**src/rtl/serial_neuron_loader_if.sv**
```systemverilog
// Bundle between the upstream vector source, the loader and the serial core lanes.
// Handshake: a vector moves on a rising edge where in_valid & in_ready are both high; the source
// holds in_data/w_data stable with in_valid high until that edge, and in_ready never depends on in_valid.
interface serial_neuron_loader_if #(
    parameter int N     = 2,
    parameter int width = 8
);
    logic [N*width-1:0] in_data;
    logic [N*width-1:0] w_data;
    logic               in_valid;
    logic               in_ready;
    logic [N-1:0]       inp;
    logic [N-1:0]       w;
    logic               start;
    logic               busy;

    modport master (
        output in_data, w_data, in_valid,
        input  in_ready, inp, w, start, busy
    );

    modport slave (
        input  in_data, w_data, in_valid,
        output in_ready, inp, w, start, busy
    );
endinterface

```
**src/rtl/serial_neuron_loader.sv**
```systemverilog
// Double-buffered parallel-to-serial feeder: one holding register queues the next vector while the
// shift register streams the current one LSB first, sign-extended to FRAME cycles.
module serial_neuron_loader #(
    parameter int N     = 2,
    parameter int width = 8,
    parameter int FRAME = 3 * width
) (
    input  logic                  clk,
    input  logic                  rst,
    serial_neuron_loader_if.slave bus,
    output logic                  dbg_state_o
);
    localparam int CNT_W = $clog2(FRAME);
    localparam logic [CNT_W-1:0] LAST = CNT_W'(FRAME - 1);

    typedef enum logic {
        IDLE  = 1'b0,
        SHIFT = 1'b1
    } state_t;

    state_t             state_q, state_d;
    logic [CNT_W-1:0]   k_q, k_d;
    logic               hold_full_q, hold_full_d;
    logic [N*width-1:0] hold_in_q, hold_in_d;
    logic [N*width-1:0] hold_w_q, hold_w_d;
    logic [N*width-1:0] sh_in_q, sh_in_d;
    logic [N*width-1:0] sh_w_q, sh_w_d;
    logic [N-1:0]       inp_q, inp_d;
    logic [N-1:0]       w_q, w_d;
    logic               start_q, start_d;
    logic               busy_q, busy_d;
    logic               in_ready_q, in_ready_d;
    logic               accept;
    logic               load;

    always_comb begin
        state_d     = state_q;
        k_d         = k_q;
        hold_full_d = hold_full_q;
        hold_in_d   = hold_in_q;
        hold_w_d    = hold_w_q;
        sh_in_d     = sh_in_q;
        sh_w_d      = sh_w_q;
        start_d     = 1'b0;
        load        = 1'b0;
        accept      = bus.in_valid & in_ready_q;

        case (state_q)
            IDLE: begin
                if (hold_full_q) begin
                    load = 1'b1;
                end
            end
            SHIFT: begin
                if (k_q == LAST) begin
                    if (hold_full_q) begin
                        load = 1'b1;
                    end else begin
                        state_d = IDLE;
                        k_d     = '0;
                        sh_in_d = '0;
                        sh_w_d  = '0;
                    end
                end else begin
                    k_d = k_q + CNT_W'(1);
                    // Arithmetic right shift per lane: once the sign reaches bit 0 it stays there.
                    for (int i = 0; i < N; i++) begin
                        sh_in_d[i*width +: width] = {sh_in_q[i*width + width - 1],
                                                     sh_in_q[i*width + 1 +: width - 1]};
                        sh_w_d[i*width +: width]  = {sh_w_q[i*width + width - 1],
                                                     sh_w_q[i*width + 1 +: width - 1]};
                    end
                end
            end
            default: begin
                state_d = IDLE;
            end
        endcase

        if (load) begin
            state_d     = SHIFT;
            k_d         = '0;
            sh_in_d     = hold_in_q;
            sh_w_d      = hold_w_q;
            hold_full_d = 1'b0;
            start_d     = 1'b1;
        end

        // Only possible while the holding register is empty, so never on a load edge.
        if (accept) begin
            hold_in_d   = bus.in_data;
            hold_w_d    = bus.w_data;
            hold_full_d = 1'b1;
        end

        for (int i = 0; i < N; i++) begin
            inp_d[i] = sh_in_d[i*width];
            w_d[i]   = sh_w_d[i*width];
        end
        busy_d     = (state_d == SHIFT);
        in_ready_d = ~hold_full_d;
    end

    always_ff @(posedge clk or negedge rst) begin
        if (!rst) begin
            state_q     <= IDLE;
            k_q         <= '0;
            hold_full_q <= 1'b0;
            hold_in_q   <= '0;
            hold_w_q    <= '0;
            sh_in_q     <= '0;
            sh_w_q      <= '0;
            inp_q       <= '0;
            w_q         <= '0;
            start_q     <= 1'b0;
            busy_q      <= 1'b0;
            in_ready_q  <= 1'b1;
        end else begin
            state_q     <= state_d;
            k_q         <= k_d;
            hold_full_q <= hold_full_d;
            hold_in_q   <= hold_in_d;
            hold_w_q    <= hold_w_d;
            sh_in_q     <= sh_in_d;
            sh_w_q      <= sh_w_d;
            inp_q       <= inp_d;
            w_q         <= w_d;
            start_q     <= start_d;
            busy_q      <= busy_d;
            in_ready_q  <= in_ready_d;
        end
    end

    assign bus.inp      = inp_q;
    assign bus.w        = w_q;
    assign bus.start    = start_q;
    assign bus.busy     = busy_q;
    assign bus.in_ready = in_ready_q;
    assign dbg_state_o  = (state_q == SHIFT);
endmodule

```
**src/flat_wrapper.sv**
```systemverilog
// flat-port wrapper written by rule: the top's interface ports become plain ports
module serial_neuron_loader_flat 
#(
    parameter int N     = 2,
    parameter int width = 8,
    parameter int FRAME = 3 * width
)
  (clk, rst, dbg_state_o, bus_in_data, bus_w_data, bus_in_valid, bus_in_ready, bus_inp, bus_w, bus_start, bus_busy);
  serial_neuron_loader_if #(.N(N), .width(width)) bus_i ();
  input  logic clk;
  input  logic rst;
  output logic dbg_state_o;
  input wire logic [$bits(bus_i.in_data)-1:0] bus_in_data;
  input wire logic [$bits(bus_i.w_data)-1:0] bus_w_data;
  input wire logic [$bits(bus_i.in_valid)-1:0] bus_in_valid;
  output wire logic [$bits(bus_i.in_ready)-1:0] bus_in_ready;
  output wire logic [$bits(bus_i.inp)-1:0] bus_inp;
  output wire logic [$bits(bus_i.w)-1:0] bus_w;
  output wire logic [$bits(bus_i.start)-1:0] bus_start;
  output wire logic [$bits(bus_i.busy)-1:0] bus_busy;
  assign bus_i.in_data = bus_in_data;
  assign bus_i.w_data = bus_w_data;
  assign bus_i.in_valid = bus_in_valid;
  assign bus_in_ready = bus_i.in_ready;
  assign bus_inp = bus_i.inp;
  assign bus_w = bus_i.w;
  assign bus_start = bus_i.start;
  assign bus_busy = bus_i.busy;
  serial_neuron_loader #(.N(N), .width(width), .FRAME(FRAME)) u_core (.clk(clk), .rst(rst), .bus(bus_i), .dbg_state_o(dbg_state_o));
endmodule
```
**config.mk**
```make
export PLATFORM = sky130hd
export DESIGN_NAME = serial_neuron_loader_flat
export DESIGN_NICKNAME = d
export VERILOG_FILES = /design/src/rtl/serial_neuron_loader_if.sv /design/src/rtl/serial_neuron_loader.sv /design/src/flat_wrapper.sv
export SDC_FILE = /design/constraint.sdc
export NUM_CORES = 1
export LEC_CHECK = 0
export ABC_AREA = 1
export CAP_MARGIN = 40
export CORE_UTILIZATION = 35
export CTS_BUF_LIST = sky130_fd_sc_hd__clkbuf_16
export DETAILED_ROUTE_END_ITERATION = 7
export MAX_ROUTING_LAYER = met4
export PLACE_DENSITY = 0.65
export SLEW_MARGIN = 25
export SYNTH_ARGS = -nofsm -noshare
export SYNTH_HDL_FRONTEND = slang
export SYNTH_SLANG_ARGS = --single-unit
```
**constraint.sdc**
```tcl
create_clock -name clk -period 1.6 [get_ports clk]
set_input_delay 0.16 -clock clk [delete_from_list [all_inputs] [get_ports clk]]
set_output_delay 0.16 -clock clk [all_outputs]
set_load 0.02 [all_outputs]
```
==> results.cfg <==
[power]
pwr_density_cell_nw_per_um2 = 1790
total_power_mw = 7.27
power.static_leakage_nw = 1.87
ir_drop_mv = 0.895

[drt]
wl_per_cell_um = 13.9
detail_route.iter0.violations = 185
via_count = 2432
route.detailed.vias_per_inst = 5.05
drt_wl_total_um = 6710
drt.antenna.violating_nets = 0
drtPass1Iterations = 8
drc_errors = 2

[sta]
slew_worst_pin_ps = 401
layout_worst_path_cycle_share_pct = 93.5
timing_max_transition_violations_final = 0
hold_violations = 0
max_slew_margin_pct = 73.2
post-route-min-period_ps = 1500
finalClockSkew_ps = 4.56
final.setup.tns_ps = 0
finalSetupViolations = 0
max_freq_mhz = 669
grt_setup_unrepaired = false

[outcome]
status = finished with violations
failed_checks = design-rule violations

[layout]
finalNetCount = 405
multi_input_comb_area_um2 = 1210
fillers = 814
register_area_um2 = 1830
diodes = 0
fraction_of_layout_instances_using_a_drive_strength_above_1_pct = 18.7
area_growth_pct = 26.0

[setup_path]
timing.critical_path.to_type = primary output
critical_path_class = reg -> out
crit_cells = 1
critical-path-top-delay-family = buffers and inverters
slowest_delay_ps = 630
critical_path_buf_inv_count = 1
critical_path.startpoint_type = flop
arrival_ps = 1340
crit_fanout = 2
r2r.worst_path.cells = 9
crit_chain = clkdlybuf4s50_1
cell_at_the_slowest_stage_of_the_critical_path = sky130_fd_sc_hd__clkdlybuf4s50_1
cp.required_ps = 1440

[grt]
use_met3_pct = 2.72
grt-busiest-layer = met2
grt_max_degree = 74
first_global_vias = 2447
grt_antenna_before_repair = 0
use_met2_pct = 23.0
global_route_wire_length_before_repair_um = 11900
globalRoute.totalOverflow = 0
grt.total_usage_pct = 16.2
gr-usage-met1_pct = 21.7

[placement]
gp_congestion = 0.783
detailedPlacementHpwl_um = 4430
numPortBuffers = 42

[yosys]
synth_enable_flop_cells = 0
yosys_warnings = 0
synthMostInstantiatedCell = sky130_fd_sc_hd__nand2_1
cell_variety_after_synth = 22
synth_top_cells_by_count = 107 x sky130_fd_sc_hd__nand2_1, 72 x sky130_fd_sc_hd__dfrtp_1, 44 x sky130_fd_sc_hd__nand3_1
netlist.top_cell.by_area = sky130_fd_sc_hd__dfrtp_1
ys_top_cells_by_area = sky130_fd_sc_hd__dfrtp_1 56%, sky130_fd_sc_hd__nand2_1 12%, sky130_fd_sc_hd__mux2_2 10%
syn-instance-count = 326
ys_seq_elements = 73
synth.net_count = 362
postSynth.topFlopCell = sky130_fd_sc_hd__dfrtp_1
ys_seq_area_share_pct = 56.7
synth_async_sr_flop_share_pct = 100
mean_syn_cell_area_um2 = 9.89
syn_area_um2 = 3220
synthDominantCellAreaShare_pct = 55.9

[clock_network]
maximum_buffer_depth_of_the_clock_tree = 2
htree_num_levels = 3
insertion_delay_ps = 340
cts_tree = built
clock-root-buffer = sky130_fd_sc_hd__clkbuf_16
tritoncts.num_buffers = 9
cts.sinks = 73
worst_setup_hold_path_clk_slew_ps = 60

[floorplanning]
floorplan.die.width_um = 98.0
ioPinCount = 43
floorplan.core_area_um2 = 8810
placementRows = 34
design.die.area_um2 = 9600
die_height_um = 98.0
initial_core_util_pct = 36.6

[worst_hold_path]
holdCritPathClass = in -> async

[job]
maxCapViolations = 0
==> registers in the layout, indices dropped and copies added (netlist names) <==
signal	flops
u_core.bus.in_ready	1
u_core.k_q	5
u_core.sh_w_q	16
u_core.hold_full_q	1
u_core.bus.start	1
u_core.dbg_state_o	1
u_core.hold_w_q	16
u_core.hold_in_q	16
u_core.sh_in_q	16
==> layer usage <==
layer,vias to the layer above,part of all wire (%)
li1,1171,-
met1,1187,48
met2,57,45
met3,17,3.7
met4,0,3.2
met5,-,0
==> path summary, 6_finish.rpt <==
path / slack (ps) / endpoint / from
worst min register to register: 480 / u_core.sh_w_q[7]$_DFFE_PN0P_ / u_core.hold_w_q[7]$_DFFE_PN0P_
max in group asynchronous: 870 / u_core.bus.in_ready$_DFF_PN1_ / rst
min in group clk: 410 / u_core.hold_in_q[7]$_DFFE_PN0P_ / bus_in_data[7]
worst max register to register: 120 / u_core.sh_in_q[0]$_DFFE_PN0P_ / u_core.k_q[0]$_DFFE_PN0P_
worst max-delay path: 100 / bus_w[1] / u_core.sh_w_q[8]$_DFFE_PN0P_
worst min-delay path: 370 / u_core.hold_w_q[13]$_DFFE_PN0P_ / rst
==> power by group <==
part / switching (mW) / internal (mW) / total, mW
sequential: 0.555 / 2.75 / 3.31
clock: 0.776 / 1.20 / 1.98
combinational: 0.952 / 1.03 / 1.99
total: 2.28 / 4.99 / 7.27
==> through the flow <==
stage | util [%] | setup WS [ps] | cells | hold WS [ps] | cell area (um2)
after global placement | 42.5 | 133 | 464 | 220 | 3740
after global routing | 46.1 | 10.0 | 482 | 425 | 4060
after CTS | 45.9 | 60.0 | 481 | 403 | 4050
after floorplan | - | 249 | 326 | -136 | 3220
after detailed placement | 42.5 | 84.5 | 464 | 226 | 3740
final | 46.1 | 104 | 482 | 366 | 4060
==> repair_timing <==
action | CTS | global route
endpoints found under the setup margin | 3 | 23
gates resized for setup | 3 | 2
endpoints found under the hold margin | 72 | 0
hold buffers | 1 | 0
buffers inserted | 0 | 1
==> area by class of cell <==
type / count / area share [%]
Tap cell: 108 / 3.33
Timing Repair Buffer: 57 / 13.6
Sequential cell: 73 / 45.0
Clock inverter: 7 / 1.73
Clock buffer: 9 / 5.55
Multi-Input combinational cell: 218 / 29.7
Inverter: 10 / 1.05
==> logic make-up (layout without fill, tap and decap cells) <==
kind of cell | Yosys count | after routing | synth area share, %
buffers and inverters | 35 | 83 | 5.98
adders and majority gates | 1 | 1 | 0.388
DFF | 73 | 73 | 56.7
and+or+nand+nor | 160 | 160 | 20.7
xor gates and xnor gates | 1 | 1 | 0.272
muxes | 30 | 30 | 10.5
AOI/OAI and AO/OA | 26 | 26 | 5.43
==> worst register-to-register path, stage by stage (launching register included) <==
cell and delay [ps]:
sky130_fd_sc_hd__dfrtp_1 400, sky130_fd_sc_hd__ha_1 220, sky130_fd_sc_hd__nand2_1 80, sky130_fd_sc_hd__inv_2 50, sky130_fd_sc_hd__nand2_2 100, sky130_fd_sc_hd__buf_4 230, sky130_fd_sc_hd__o211ai_1 130, sky130_fd_sc_hd__nand2_1 90
sky130_fd_sc_hd__nand2_1 50, sky130_fd_sc_hd__nand2_1 60
==> placed cells by master, fill, tap and decap left out, types with 2 or more instances in the layout <==
| cell | n |
|---|---|
| sky130_fd_sc_hd__a21oi_1 | 5 |
| sky130_fd_sc_hd__buf_12 | 2 |
| sky130_fd_sc_hd__buf_4 | 12 |
| sky130_fd_sc_hd__clkbuf_16 | 9 |
| sky130_fd_sc_hd__clkdlybuf4s50_1 | 38 |
| sky130_fd_sc_hd__clkinvlp_4 | 3 |
| sky130_fd_sc_hd__dfrtp_1 | 72 |
| sky130_fd_sc_hd__dlygate4sd2_1 | 3 |
| sky130_fd_sc_hd__inv_1 | 6 |
| sky130_fd_sc_hd__inv_2 | 2 |
| sky130_fd_sc_hd__inv_4 | 2 |
| sky130_fd_sc_hd__mux2_2 | 30 |
| sky130_fd_sc_hd__nand2_1 | 107 |
| sky130_fd_sc_hd__nand2_2 | 3 |
| sky130_fd_sc_hd__nand3_1 | 44 |
| sky130_fd_sc_hd__nor2_1 | 4 |
| sky130_fd_sc_hd__o211ai_1 | 17 |
| sky130_fd_sc_hd__o21ai_0 | 2 |
No activity file was read; power rests on OpenSTA's default activity.
